--- src/rtl/mux_pkg.sv ---
// Shared definitions for the 4-input mux tree front end.
// The 2-bit select drives the tree directly: bit 0 -> s1, bit 1 -> s2.
package mux_pkg;

  localparam int NUM_REQ    = 4;
  localparam int SEL_W      = 2;
  localparam int SEL_S1_BIT = 0;
  localparam int SEL_S2_BIT = 1;

  typedef logic [SEL_W-1:0] sel_t;

endpackage

--- src/rtl/mux_rr_pick.sv ---
// Combinational rotate-priority picker. Scans from last+1 upward (mod 4)
// and returns the first valid requester as a one-hot grant plus its index.
module mux_rr_pick
  import mux_pkg::*;
(
  input  logic [NUM_REQ-1:0] valid,
  input  sel_t               last,
  output logic [NUM_REQ-1:0] grant,
  output sel_t               idx,
  output logic               any
);

  sel_t cand;

  // First valid requester after the last winner; index wraps in SEL_W bits.
  always_comb begin
    grant = '0;
    idx   = '0;
    any   = 1'b0;
    cand  = '0;
    for (int k = 1; k <= NUM_REQ; k++) begin
      cand = last + k[SEL_W-1:0];
      if (!any && valid[cand]) begin
        any = 1'b1;
        idx = cand;
      end
    end
    if (any) grant[idx] = 1'b1;
  end

endmodule

--- src/rtl/mux_rr_sel_arbiter.sv ---
// Round-robin arbiter feeding the 4-input mux tree. Registers the winning
// word together with its 2-bit select so data and select reach the tree on
// the same cycle. Output is a single-entry valid/ready slice.
// Optional macro MUX_GRANT_CNT_EN builds saturating per-requester grant
// counters; without it grant_cnt is tied to zero and no counter flops exist.
module mux_rr_sel_arbiter
  import mux_pkg::*;
#(
  parameter int DATA_W  = 1,
  parameter int NUM_REQ = 4,
  parameter int CNT_W   = 8
) (
  input  logic                      clk,
  input  logic                      rst_n,
  input  logic [NUM_REQ-1:0]        in_valid,
  input  logic [NUM_REQ*DATA_W-1:0] in_data,
  output logic [NUM_REQ-1:0]        in_ready,
  output logic                      out_valid,
  input  logic                      out_ready,
  output logic [DATA_W-1:0]         out_data,
  output sel_t                      out_sel,
  output logic [NUM_REQ*CNT_W-1:0]  grant_cnt
);

  // The select encoding is exactly two bits wide, so only four requesters fit.
  if (NUM_REQ != mux_pkg::NUM_REQ) begin : g_bad_num_req
    $error("mux_rr_sel_arbiter: NUM_REQ must be 4");
  end

  logic [NUM_REQ-1:0] pick_grant;
  sel_t               pick_idx;
  logic               pick_any;
  sel_t               last;
  logic               slot_free;
  logic               xfer;

  mux_rr_pick u_pick (
    .valid (in_valid),
    .last  (last),
    .grant (pick_grant),
    .idx   (pick_idx),
    .any   (pick_any)
  );

  // Slot accepts a new word when empty or being drained this cycle.
  always_comb begin
    slot_free = !out_valid || out_ready;
    in_ready  = slot_free ? pick_grant : '0;
    xfer      = pick_any && slot_free;
  end

  // Output register slice and round-robin pointer; reset leaves requester 0 first.
  always_ff @(posedge clk or negedge rst_n) begin
    if (!rst_n) begin
      out_valid <= 1'b0;
      out_data  <= '0;
      out_sel   <= '0;
      last      <= sel_t'(NUM_REQ - 1);
    end else if (xfer) begin
      out_valid <= 1'b1;
      out_data  <= in_data[int'(pick_idx)*DATA_W +: DATA_W];
      out_sel   <= pick_idx;
      last      <= pick_idx;
    end else if (out_valid && out_ready) begin
      out_valid <= 1'b0;
    end
  end

`ifdef MUX_GRANT_CNT_EN
  for (genvar i = 0; i < NUM_REQ; i++) begin : g_cnt
    logic [CNT_W-1:0] cnt;

    // Saturating count of accepted transfers from requester i.
    always_ff @(posedge clk or negedge rst_n) begin
      if (!rst_n) begin
        cnt <= '0;
      end else if (in_valid[i] && in_ready[i] && (cnt != {CNT_W{1'b1}})) begin
        cnt <= cnt + 1'b1;
      end
    end

    assign grant_cnt[i*CNT_W +: CNT_W] = cnt;
  end
`else
  assign grant_cnt = '0;
`endif

endmodule

--- config.mk ---
export PLATFORM = sky130hd
export DESIGN_NAME = mux_rr_sel_arbiter
export DESIGN_NICKNAME = d
export VERILOG_FILES = /design/src/rtl/mux_pkg.sv /design/src/rtl/mux_rr_pick.sv /design/src/rtl/mux_rr_sel_arbiter.sv
export SDC_FILE = /design/constraint.sdc
export NUM_CORES = 1
export LEC_CHECK = 0
export BUFFER_PORTS_ARGS = -buffer_cell sky130_fd_sc_hd__buf_2
export CORE_MARGIN = 8
export CORE_UTILIZATION = 37
export DETAILED_ROUTE_END_ITERATION = 7
export GPL_TIMING_DRIVEN = 0
export MAX_ROUTING_LAYER = met4
export PLACE_DENSITY = 0.74
export SYNTH_ARGS = -nofsm -noshare
export SYNTH_HDL_FRONTEND = slang
export SYNTH_HIERARCHICAL = 1
export SYNTH_SLANG_ARGS = --single-unit
--- constraint.sdc ---
create_clock -name clk -period 1.7 [get_ports clk]
set_input_delay 0.17 -clock clk [delete_from_list [all_inputs] [get_ports clk]]
set_output_delay 0.17 -clock clk [all_outputs]
set_load 0.03 [all_outputs]
* Yosys cells after proc, flatten, opt, wreduce, memory -nomap -nowiden
Cells that the tools add are included.
** Storage, ports and cells
- Input port bits :: 11
- Logic and storage cells :: 48
- Flip-flop bits (word level) :: 6
- Output and inout bits :: 40
** Cells by class
- Magnitude comparators :: 6
- Muxes and demuxes :: 22
- Reductions and logical operators :: 12
- Add/sub/neg operators :: 3
- Shift operators :: 1
** Operators by type and width (number)
- $lt A2 B3 Y1 const B :: 5
- $mux W1 :: 11
- $bmux W1 S2 :: 4
- $mux W2 :: 4
- $mux W4 :: 2
- $logic_and A1 B1 Y1 :: 6
- $add A2 B2 Y2 const B :: 2
- $logic_not A1 Y1 :: 4
- $shiftx A4 B3 Y1 :: 1
- $add A2 B1 Y2 const B :: 1
- $demux W1 S2 :: 1
- $ge A2 B1 Y1 const B :: 1
- $reduce_bool A2 Y1 :: 1
- $logic_or A1 B1 Y1 :: 1

* Longest topological paths before layout
Gate-level depths: netlist (run 1).
- Depth in word-level cells :: 19
- Mapped depth :: 6
- Gate-level depth less buffers :: 5

* Hierarchy
The synthesis (run 1) kept the hierarchy.
** By module, submodules not included
- mux_rr_sel_arbiter :: sequential area each 152.6 um^2, cells each 53, times used 1, area an instance 516.7 um^2
- mux_rr_pick :: sequential area each 0.0 um^2, cells each 34, times used 1, area an instance 222.7 um^2

* Least setup slack after synthesis (run 1)
Ideal clock, no wire load.
- Kind :: reg-to-reg
- From :: register last[1]
- To :: register out_data
- Library setup time :: 125 ps
- Clock period less this slack :: 1860 ps
- Setup slack :: -160 ps
- Buffers on the path :: 1
- Data required time :: 1575 ps
- Cell stages (with the launch flop) :: 6
- Arrival time :: 1735 ps
- Cell sequence :: dfstp_2 buf_4 a21oi_1 o221ai_1 mux4_2 mux2_2
** On the way
- Longest elaborated chain between the ends :: 14
- Elaborated cells between the ends (all ways) :: 27
- Those cells by class :: 3 x add/sub; 1 x shift; 16 x mux; 7 x reduce/logical
** Ends and longest elaborated chain
- start: declaration :: RTL line mux_rr_sel_arbiter.sv:33 : sel_t last;
- start signal: assignment :: RTL line mux_rr_sel_arbiter.sv:58 : last <= sel_t'(NUM_REQ - 1);
- start signal: assignment :: RTL line mux_rr_sel_arbiter.sv:63 : last <= pick_idx;
- $add A2 B1 Y2 :: RTL line mux_rr_pick.sv:22 : cand = last + k[SEL_W-1:0];
- $bmux W1 S2 :: RTL line mux_rr_pick.sv:23 : if (!any && valid[cand]) begin
- $mux W1 (implied by the code) :: RTL line mux_rr_pick.sv:23
- $mux W1 :: RTL line mux_rr_pick.sv:23
- $logic_not A1 Y1 :: RTL line mux_rr_pick.sv:23
- $logic_and A1 B1 Y1 :: RTL line mux_rr_pick.sv:23
- $mux W1 :: RTL line mux_rr_pick.sv:23
- $logic_not A1 Y1 :: RTL line mux_rr_pick.sv:23
- $logic_and A1 B1 Y1 :: RTL line mux_rr_pick.sv:23
- $mux W1 :: RTL line mux_rr_pick.sv:23
- $logic_not A1 Y1 :: RTL line mux_rr_pick.sv:23
- $logic_and A1 B1 Y1 :: RTL line mux_rr_pick.sv:23
- $mux W2 * :: RTL line mux_rr_pick.sv:23
- named net pick_idx[0] :: RTL line mux_rr_sel_arbiter.sv:31 : sel_t pick_idx;
- $shiftx A4 B3 Y1 * :: RTL line mux_rr_sel_arbiter.sv:61 : out_data <= in_data[int'(pick_idx)*DATA_W +: DATA_W];
- end signal: assignment :: RTL line mux_rr_sel_arbiter.sv:61
- end: declaration :: RTL line mux_rr_sel_arbiter.sv:20 : output logic [DATA_W-1:0] out_data,
Mark *: on every way through the listed nets, which the timed path passes. The rest lies on a longest branch. The select of a mux whose other input is x is not followed.
A chain may end at the register's enable or synchronous reset.

* Worst setup path in the final report (run 1)
Ends and elaborated chain as after synthesis.

==> summary.md, run 1 <==
| Metric | Value |
|---|---|
| Clock power share | about an eighth |
| Antenna diode instance count | 0 |
| Post-synthesis cell type count | 30 |
| Non-filler cells, final | ~170 |
| Antenna violations before repair | 0 |
| Highest achievable clock rate | 522 MHz |
| Post-synthesis register bit count | 6 |
| Final worst setup slack | -0.217 ns |
| Clock buffers created by TritonCTS | 3 |
| Final setup TNS | -0.461 ns |
| Fraction of power consumed by sequential logic | 22.3% |
| Internal | between 0.0006 and 0.0007 W |
| Fin. max-slew vios | 0 |
| Post-detailed-placement cell area | about 1000 sq um |
| Period utilisation layout | 113% |
| Most common cell after layout, fill and taps aside | sky130_fd_sc_hd__buf_4 |
| Largest fanout on the critical path | 4 |
| Register Area | 153 sq um |
| Max IR drop VDD | 0.000378 V |
| Largest net degree at the start of global routing | 11 |
| Arrival @ worst endpoint | 2.04 ns |
| Ys flop type | sky130_fd_sc_hd__dfrtp_1 |
| Mean cell area of the mapped netlist | between 8 and 9 sq um |
| Clk slew on worst S/H paths | 0.04 ns |
| Worst slack, placed | -0.247 ns |
| Post-synthesis sequential area ratio | between 20 and 25% |
| Height of the die | 60.7 um |
| Final critical-path required period | 1.92 ns |
| HPWL after detailed placement | ~1500 um |
| Std-Cell Core Area | 1920 sq um |
| Slowest CP cell | sky130_fd_sc_hd__dfstp_2 |
| Combined area of the multi-input logic cells | 472 sq um |
| Kind of critical path | flop to flop |
| Crit path max-delay family | multiplexers |
| 1st-iter DRT viols | 2 |
| DRC violations left | 0 |
| Pwr Density | just over 900 nW/um^2 |
| Placed Cells incl. Taps | 161 |
| H-tree levels | 1 |
| Violated checks | negative setup slack |
| Final Instance Area | 1140 sq um |
| Ratio of cells with drive above 1 in the final layout | between 50% and 60% |
| Fraction of synthesis flops using an asynchronous set or reset pin | 100% |
| Gpl congestion | 0.724 |
| Total number of vias | 666 |
| DR pass1 iterations | 2 |
| Number of placed I/O pins | 51 |
| Residual antenna-violating net count after detailed routing | 0 |
| Routed WL | 1830 um |
| Final routed wire length divided by cell count | 10.6 um |
| Switching power of the nets | 0.000443 W |
| Mapped Area | 739 sq um |
| Buf/Inv on CP | 0 |
| Count of max-cap constraint violations | 0 |
| Worst hold margin | between 0.2 and 0.3 ns |
| Total clock sinks | 6 |
| Setup skew after layout | 0.000314 ns |
| Number of nets in the layout | 158 |
| Result of the run | finished, violations left |
| Worst EP required | 1.82 ns |
| Die Wd | 60.7 um |
| Global-route wire length before repair | 2790 um |
| HP Class | input pin to asynchronous set/reset pin |
| IO buf count | 16 |
| Routed via count divided by cell count | 3.87 |
| Initial core utilization | 38.5% |
| Leakage power | 0.646 nW |
| Endpoints failing setup | 4 |
| Row Count | 16 |
| Setup repair after global routing missed its margin | yes |
| Net switching share of the total power | between 40% and 50% |
| Source-to-sink clock delay at the later pin of the worst-skew pair | roughly 0.24 ns |
| CTS tree | done |
| Die footprint | roughly 3700 sq um |
| Number of hold violations in the final report | 0 |
| Worst path max stage delay | 0.56 ns |
| Yosys synthesis warning count | 6 |
| Worst setup SP type | flop |
| Clock tree buffer depth | 2 |
| Layout-stage area growth over the synthesis result | 54.1% |
| Mapped Cells | 87 |
| Combined global-route utilization of all metal layers | ~10% |
| Via count of the first global-routing pass | about 600 |
| Category of the worst setup path capture point | flop |
| Most frequent cells in the layout | sky130_fd_sc_hd__buf_4 (40), sky130_fd_sc_hd__conb_1 (32), sky130_fd_sc_hd__buf_2 (12) |
| Critical path, cell by cell | and2b_1, a21oi_4, o221ai_4, mux4_2, mux2_4 |
| Number of enable flip-flop cells after synthesis | 0 |
| Share of power burned in combinational logic | about two thirds |
| Remaining global-route overflow | 0 |
| Library cell used as clock root buffer | sky130_fd_sc_hd__clkbuf_4 |
| Fill count | 190 |
==> cell type report <==
class,count,share of cell area (%)
Tap cell,27,2.96
Multi-Input combinational cell,74,41.4
Sequential cell,6,13.4
Inverter,2,0.659
Timing Repair Buffer,25,15.4
Clock buffer,3,1.98
Buffer,35,24.3
==> flip-flops by register name (all words and copies together), names as in the netlist <==
name	count
last	2
out_data	1
out_sel	2
out_valid	1
==> synth_stat cells, types with 2 or more instances <==
cell type | number | area share (%)
sky130_fd_sc_hd__dfstp_2 | 2 | 7.1
sky130_fd_sc_hd__o21ai_1 | 2 | 1.4
sky130_fd_sc_hd__mux2_2 | 3 | 4.6
sky130_fd_sc_hd__o21bai_1 | 2 | 2.0
sky130_fd_sc_hd__a21o_1 | 2 | 2.0
sky130_fd_sc_hd__dfrtp_1 | 4 | 14
sky130_fd_sc_hd__and2_1 | 4 | 3.4
sky130_fd_sc_hd__and2b_1 | 2 | 2.0
sky130_fd_sc_hd__nor2_1 | 4 | 2.0
sky130_fd_sc_hd__a211oi_1 | 2 | 2.0
sky130_fd_sc_hd__a21oi_1 | 3 | 2.0
sky130_fd_sc_hd__inv_1 | 2 | 1.0
sky130_fd_sc_hd__nand2b_1 | 2 | 1.7
sky130_fd_sc_hd__buf_4 | 34 | 35
sky130_fd_sc_hd__nand2_1 | 4 | 2.0
==> stage by stage <==
stage | utilization [%] | total power [W]
2_1_floorplan | - | 0.000671
3_3_place_gp | 51.4 | 0.000751
3_5_place_dp | 51.4 | 0.000768
4_1_cts | 56.6 | 0.000977
5_1_grt | 59.3 | 0.00112
6_report | 59.3 | 0.00105
==> final timing paths <==
check | startpoint | endpoint | slack [ns] | cells after the start
setup / recovery | last[1]$_DFFE_PN1P_ | out_data$_DFFE_PN0P_ | -0.22 | 5
hold / removal | rst_n | out_data$_DFFE_PN0P_ | 0.28 | 2
setup reg to reg | last[1]$_DFFE_PN1P_ | out_data$_DFFE_PN0P_ | -0.22 | 5
hold reg to reg | out_sel[0]$_DFFE_PN0P_ | out_sel[0]$_DFFE_PN0P_ | 0.48 | 1
max in group asynchronous | rst_n | last[0]$_DFFE_PN1P_ | 1.21 | 2
min in group clk | in_valid[0] | out_valid$_DFFE_PN0P_ | 0.32 | 4
==> power groups by stage <==
| stage | Sequential (W) | Combinational [W] | Clock (W) |
|---|---|---|---|
| 6_report | 0.000233 | 0.000686 | 0.000127 |
| 5_1_grt | 0.000240 | 0.000730 | 0.000151 |
| 4_1_cts | 0.000231 | 0.000612 | 0.000133 |
| 3_5_place_dp | 0.000226 | 0.000541 | 0 |
| 3_3_place_gp | 0.000223 | 0.000527 | 0 |
| 2_1_floorplan | 0.000270 | 0.000401 | 0 |
==> cells by family (layout without fill, tap and decap cells) <==
kind of cell / after synthesis / count (layout) / synth area share (%)
compound gates: 19 / 19 / 18.3
mux: 4 / 4 / 7.61
buf+inv: 38 / 65 / 38.9
flops: 6 / 6 / 20.6
simple gates: 19 / 19 / 14.0
other cells: 1 / 32 / 0.507
==> layer usage <==
metal	track usage (%)	share of wire, %	vias up
li1	-	-	343
met1	11.3	38	294
met2	16.3	52	27
met3	2.75	9.0	2
met4	3.99	0.76	0
met5	-	0	-
==> timing repair <==
| action | CTS | global route |
|---|---|---|
| hold endpoints to repair | 6 | 0 |
| pin swaps | 4 | 2 |
| resized for setup | 10 | 7 |
| setup endpoints to repair | 5 | 5 |
| setup buffers | 6 | 2 |
| hold buffers | 1 | 0 |
Power figures use the tool's default switching activity.
==> run 2: changes to the inputs <==
- CORE_ASPECT_RATIO: unset -> 0.75
==> run 2 against run 1 <==
  * The run still ends with negative setup slack left
  * Die area up 0.40%
  * First-iteration DRC count rose to 11 times the previous value
  * Combinational power down 8.7%
  * Power down 6.0%
  * Critical path type unchanged
  * Highest routed layer is now met3
==> summary.md, run 2 (synthesized netlist as in run 1, its figures left out) <==
| Metric | Value |
|---|---|
| Result of the run | finished, violations left |
| Violated checks | negative setup slack |
| Max IR drop VDD | 0.000534 V (+41%) |
| Final routed wire length divided by cell count | 11.0 um (+3.5%) |
| Ratio of cells with drive above 1 in the final layout | 52.1% (-0.99 points) |
| Worst EP required | 1.82 ns (about the same) |
| Fin. max-slew vios | 0 (unchanged) |
| Final setup TNS | -0.273 ns (+0.188 ns) |
| Placed Cells incl. Taps | 158 (-1.9%) |
| Total clock sinks | 6 (unchanged) |
| Kind of critical path | flop to flop |
| Routed via count divided by cell count | 4.00 (+3.3%) |
| Remaining global-route overflow | 0 (unchanged) |
| Fill count | 184 (-3.2%) |
| Layout-stage area growth over the synthesis result | 46.7% |
| Switching power of the nets | 0.000424 W (-4.3%) |
| Number of placed I/O pins | 51 (unchanged) |
| Internal | 0.000559 W (-7.2%) |
| Fraction of power consumed by sequential logic | 23.5% (+1.2 points) |
| Gpl congestion | 0.696 (-3.8%) |
| Largest net degree at the start of global routing | 11 (unchanged) |
| Net switching share of the total power | 43.1% (+0.75 points) |
| Regs by FF count | last: 2 flops, out_sel: 2 flops |
| Die Wd | 67.6 um (+11%) |
| Global-route wire length before repair | 2790 um (unchanged) |
| Largest fanout on the critical path | 6 (+2) |
| Clock power share | 12.9% (+0.8 points) |
| Met3 usage in global routing | 4.09% (+1.3 points) |
| HP Class | input pin to asynchronous set/reset pin |
| Met1 demand-to-capacity share in global routing | 10.4% (-0.90 points) |
| Worst setup SP type | flop |
| DR pass1 iterations | 4 (+2) |
| Endpoints failing setup | 3 (-1) |
| Final critical-path required period | 1.86 ns (-0.0595 ns) |
| Pwr Density | 906 nW/um^2 (-1.2%) |
| Combined global-route utilization of all metal layers | 10.0% (-0.013 points) |
| Global routing met2 resource utilization | 16.8% (+0.51 points) |
| CTS tree | done |
| Most used routing layer in global routing | met2 |
| DRC violations left | 0 (unchanged) |
| Worst hold margin | 0.277 ns (+0.00159 ns) |
| Antenna diode instance count | 0 (unchanged) |
| Final worst setup slack | -0.157 ns (+0.0595 ns) |
| Residual antenna-violating net count after detailed routing | 0 (unchanged) |
| Category of the worst setup path capture point | flop |
| IO buf count | 16 (unchanged) |
| Via count of the first global-routing pass | 637 (+5.6%) |
| Finished Core Util | 55.8% (-3.5 points) |
| Antenna violations before repair | 0 (unchanged) |
| Setup repair after global routing missed its margin | yes |
| Clock tree buffer depth | 2 (unchanged) |
| Initial core utilization | 38.0% (-0.45 points) |
| 1st-iter DRT viols | 21 (+19) |
| H-tree levels | 1 (unchanged) |
| Clock buffers created by TritonCTS | 3 (unchanged) |
| Std-Cell Core Area | 1940 sq um (+1.2%) |
| Number of nets in the layout | 155 (-1.9%) |
| Depth of the worst register-to-register path | 5 (unchanged) |
| HPWL after detailed placement | 1520 um (+2.7%) |
| Height of the die | 54.7 um (-9.9%) |
| Leakage power | 0.627 nW (-3.0%) |
| Clk slew on worst S/H paths | 0.04 ns (about the same) |
| Non-filler cells, final | 166 (-3.5%) |
| Arrival @ worst endpoint | 1.98 ns (-0.06 ns) |
| Highest achievable clock rate | 538 MHz (+3.2%) |
| Most common cell after layout, fill and taps aside | sky130_fd_sc_hd__buf_4 |
| Routed WL | 1830 um (-0.11%) |
| Die footprint | 3700 sq um (+0.40%) |
| Total number of vias | 664 (-0.30%) |
| Library cell used as clock root buffer | sky130_fd_sc_hd__clkbuf_4 |
| Worst slack, placed | -0.283 ns (-0.0360 ns) |
| Most frequent cells in the layout | sky130_fd_sc_hd__buf_4 (36), sky130_fd_sc_hd__conb_1 (32), sky130_fd_sc_hd__buf_2 (12) |
| Setup skew after layout | 0.00113 ns (+0.000812 ns) |
| Source-to-sink clock delay at the later pin of the worst-skew pair | 0.24 ns (about the same) |
| Share of power burned in combinational logic | 63.7% (-1.9 points) |
| Count of max-cap constraint violations | 0 (unchanged) |
| Row Count | 14 (-2) |
| Number of hold violations in the final report | 0 (unchanged) |
| Period utilisation layout | 109% (-3.5 points) |
run 2: changes by cell type in the layout (fill, tap and decap cells not counted), sizes merged:
cell    change
buf         -4
clkbuf      +1
run 2: power by group through the flow:
stage                     clock network [W]  registers [W]  logic (W)
after floorplan                           0       0.000270   0.000401
after global placement                    0       0.000223   0.000527
after detailed placement                  0       0.000228   0.000545
after CTS                          0.000132       0.000236   0.000588
after global routing               0.000142       0.000237   0.000669
final                              0.000126       0.000230   0.000626
run 2: what timing repair did:
item | 4_1_cts | 5_1_grt
hold buffers | 1 | 0
pin swaps | 2 | 5
setup endpoints to repair | 4 | 5
endpoints found under the hold margin | 6 | 0
resized for setup | 11 | 3
buffers inserted | 3 | 2
run 2: path summary, 6_finish.rpt:
check,start,end,slack (ns)
min in group clk,in_valid[0],out_valid$_DFFE_PN0P_,0.33
worst max-delay path,last[1]$_DFFE_PN1P_,out_data$_DFFE_PN0P_,-0.16
worst min-delay path,rst_n,out_data$_DFFE_PN0P_,0.28
worst min register to register,out_sel[0]$_DFFE_PN0P_,out_sel[0]$_DFFE_PN0P_,0.48
max in group asynchronous,rst_n,last[1]$_DFFE_PN1P_,1.21
worst max register to register,last[1]$_DFFE_PN1P_,out_data$_DFFE_PN0P_,-0.16
run 2: metal layers:
| layer | share of wire [%] | wire length, um |
|---|---|---|
| met5 | 0 | 0 |
| met4 | 0 | 0 |
| met1 | 37 | 669 |
| met2 | 54 | 979 |
| met3 | 9.9 | 181 |
run 2: worst max-delay path, stage by stage (launching register included):
cell and delay [ns]:
sky130_fd_sc_hd__dfstp_2 0.55, sky130_fd_sc_hd__buf_6 0.12, sky130_fd_sc_hd__a21oi_2 0.05, sky130_fd_sc_hd__o221ai_2 0.20, sky130_fd_sc_hd__mux4_2 0.53, sky130_fd_sc_hd__mux2_4 0.28
run 2: cell type report:
| cell class | count | area, sq um | area share [%] |
|---|---|---|---|
| plain buffers | 35 | 277 | 25.5 |
| clock buffers | 3 | 22.5 | 2.08 |
| inverters | 2 | 7.51 | 0.692 |
| multi-input cells | 74 | 445 | 41.1 |
| flip-flops and latches | 6 | 153 | 14.1 |
| well taps | 24 | 30.0 | 2.77 |
| repair buffers | 22 | 150 | 13.8 |
run 2: metrics by stage:
step,area (sq um),total power (W)
2_1_floorplan,873,0.000671
3_3_place_gp,983,0.000750
3_5_place_dp,983,0.000773
4_1_cts,1060,0.000956
5_1_grt,1080,0.00105
6_report,1080,0.000983
==> run 3: changes to the inputs <==
- PLACE_DENSITY: 0.74 -> 0.76
==> run 3 against run 2 <==
  * The flow still finishes with violations (negative setup slack)
  * Sequential share of layout area fell by 0.55 points
  * Count of clock-buffer cells in the layout rose by 1
  * Critical path depth did not move
  * Critical path type unchanged
  * Hold slack barely moved
  * Design area rose by 4.0%
  * Sequential power rose by 3%
  * Largest cell class is now buffers
  * Fmax is 0.13% higher
  * Core utilization rose by 2.3 points
  * Highest routed layer unchanged
  * Register-to-register slack about the same
==> summary.md, run 3 (synthesized netlist as in run 1, its figures left out) <==
| Metric | Value |
|---|---|
| Std-Cell Core Area | 1940 sq um (unchanged) |
| Endpoints failing setup | 5 (+2) |
| Number of hold violations in the final report | 0 (unchanged) |
| Setup repair after global routing missed its margin | yes |
| Pwr Density | 933 nW/um^2 (+3.0%) |
| HP Class | input pin to asynchronous set/reset pin |
| Placed Cells incl. Taps | 158 (unchanged) |
| Register Area | 153 sq um (unchanged) |
| Worst path max stage delay | 0.55 ns (about the same) |
| Worst EP required | 1.83 ns (about the same) |
| 1st-iter DRT viols | 12 (-43%) |
| Source-to-sink clock delay at the later pin of the worst-skew pair | 0.25 ns (about the same) |
| Buf/Inv on CP | 1 (unchanged) |
| Residual antenna-violating net count after detailed routing | 0 (unchanged) |
| H-tree levels | 1 (unchanged) |
| Routed WL | 1820 um (-0.44%) |
| Number of nets in the layout | 159 (+2.6%) |
| Final critical-path required period | 1.85 ns (-0.00244 ns) |
| Routed via count divided by cell count | 3.92 (-2.0%) |
| Crit path max-delay family | multiplexers |
| Antenna violations before repair | 0 (unchanged) |
| Total number of vias | 670 (+0.90%) |
| Arrival @ worst endpoint | 1.99 ns (about the same) |
| Final Instance Area | 1130 sq um (+4.0%) |
| Period utilisation layout | 109% (-0.14 points) |
| Via count of the first global-routing pass | 660 (+3.6%) |
| Remaining global-route overflow | 0 (unchanged) |
| Result of the run | finished, violations left |
| Slowest CP cell | sky130_fd_sc_hd__dfstp_2 |
| Leakage power | 0.651 nW (+3.9%) |
| Global-route wire length before repair | 2930 um (+5.0%) |
| Largest fanout on the critical path | 7 (+1) |
| Ratio of cells with drive above 1 in the final layout | 53.7% (+1.6 points) |
| DRC violations left | 0 (unchanged) |
| Clock buffers created by TritonCTS | 3 (unchanged) |
| Initial core utilization | 38.0% (unchanged) |
| Worst hold margin | 0.277 ns (-0.000353 ns) |
| Layout-stage area growth over the synthesis result | 52.6% |
| Combined global-route utilization of all metal layers | 10.3% (+0.34 points) |
| Violated checks | negative setup slack |
| Most common cell after layout, fill and taps aside | sky130_fd_sc_hd__buf_4 |
| Largest net degree at the start of global routing | 11 (unchanged) |
| Fill count | 176 (-4.3%) |
| Clk slew on worst S/H paths | 0.05 ns (about the same) |
| Category of the worst setup path capture point | flop |
| Setup skew after layout | 0.00867 ns (+0.00755 ns) |
| IO buf count | 16 (unchanged) |
| Gpl congestion | 0.739 (+6.1%) |
| Regs by FF count | last: 2 flops, out_sel: 2 flops |
| Die Wd | 67.6 um (unchanged) |
| Fin. max-slew vios | 0 (unchanged) |
| Non-filler cells, final | 171 (+3.0%) |
| Worst slack, placed | -0.213 ns (+0.0697 ns) |
| Final routed wire length divided by cell count | 10.6 um (-3.3%) |
| DR pass1 iterations | 4 (unchanged) |
| Total clock sinks | 6 (unchanged) |
| Post-detailed-placement cell area | 983 sq um (unchanged) |
| Highest achievable clock rate | 539 MHz (+0.13%) |
| Row Count | 14 (unchanged) |
| Worst setup SP type | flop |
| Die footprint | 3700 sq um (unchanged) |
| Count of max-cap constraint violations | 0 (unchanged) |
| Antenna diode instance count | 0 (unchanged) |
| Max IR drop VDD | 0.000490 V (-8.2%) |
| Critical path, cell by cell | buf_6, a21oi_2, o221ai_2, mux4_2, mux2_4 |
| Combined area of the multi-input logic cells | 453 sq um (+1.7%) |
| Height of the die | 54.7 um (unchanged) |
| CTS tree | done |
| Kind of critical path | flop to flop |
| Final worst setup slack | -0.155 ns (+0.00244 ns) |
| Number of placed I/O pins | 51 (unchanged) |
| Clock tree buffer depth | 2 (unchanged) |
| Library cell used as clock root buffer | sky130_fd_sc_hd__clkbuf_4 |
| HPWL after detailed placement | 1410 um (-7.6%) |
| Most frequent cells in the layout | sky130_fd_sc_hd__buf_4 (41), sky130_fd_sc_hd__conb_1 (32), sky130_fd_sc_hd__buf_2 (12) |
[run 3: cell count changes in the layout (fill, tap and decap cells not counted), sizes merged]
cell,change
buf,+5
[run 3: through the flow]
step	total power [W]	util, %	setup TNS (ns)
after floorplan	0.000671	-	-0.110
after global placement	0.000750	50.6	-0.188
after detailed placement	0.000763	50.6	-0.213
after CTS	0.00100	56.4	-0.319
after global routing	0.00113	58.0	-0.793
final	0.00105	58.0	-0.410
[run 3: per-layer routing]
layer | share of wire, % | global-route usage, % | wire, um | vias up
li1 | - | - | - | 344
met1 | 40 | 11.4 | 722 | 293
met2 | 53 | 18.5 | 960 | 33
met3 | 7.5 | 2.66 | 137 | 0
met4 | 0 | 2.08 | 0 | 0
met5 | 0 | - | 0 | -
[run 3: final timing paths]
path / from / slack, ns / cells past startpoint / endpoint
min in group clk: in_valid[0] / 0.29 / 4 / out_valid$_DFFE_PN0P_
min reg2reg: out_sel[0]$_DFFE_PN0P_ / 0.50 / 1 / out_sel[0]$_DFFE_PN0P_
max reg2reg: last[1]$_DFFE_PN1P_ / -0.15 / 5 / out_data$_DFFE_PN0P_
max: last[1]$_DFFE_PN1P_ / -0.15 / 5 / out_data$_DFFE_PN0P_
min: rst_n / 0.28 / 2 / out_sel[0]$_DFFE_PN0P_
max in group asynchronous: rst_n / 1.19 / 2 / last[1]$_DFFE_PN1P_
[run 3: worst reg2reg max path, cell delays in order (launching register included)]
cell                       delay (ns)
sky130_fd_sc_hd__dfstp_2         0.55
sky130_fd_sc_hd__buf_6           0.13
sky130_fd_sc_hd__a21oi_2         0.05
sky130_fd_sc_hd__o221ai_2        0.21
sky130_fd_sc_hd__mux4_2          0.53
sky130_fd_sc_hd__mux2_4          0.27
[run 3: what timing repair did]
| action | in CTS | in global routing |
|---|---|---|
| gates cloned | 0 | 0 |
| buffers inserted | 6 | 3 |
| endpoints found under the hold margin | 6 | 0 |
| pin swaps | 4 | 3 |
| gates resized for setup | 12 | 4 |
| endpoints found under the setup margin | 4 | 5 |
| hold buffers | 1 | 0 |
[run 3: layout make-up]
class	instances	share of cell area, %
buffer	35	24.5
tap	24	2.66
timing repair buffer	26	16.2
inverter	2	0.665
multi-input combinational	74	40.1
clock buffer	4	2.33
sequential	6	13.5
[run 3: power breakdown]
group | switching [W] | internal, W
Clock | 0.0000534 | 0.0000890
Combinational | 0.000342 | 0.000332
Sequential | 0.0000409 | 0.000195
Total | 0.000436 | 0.000616
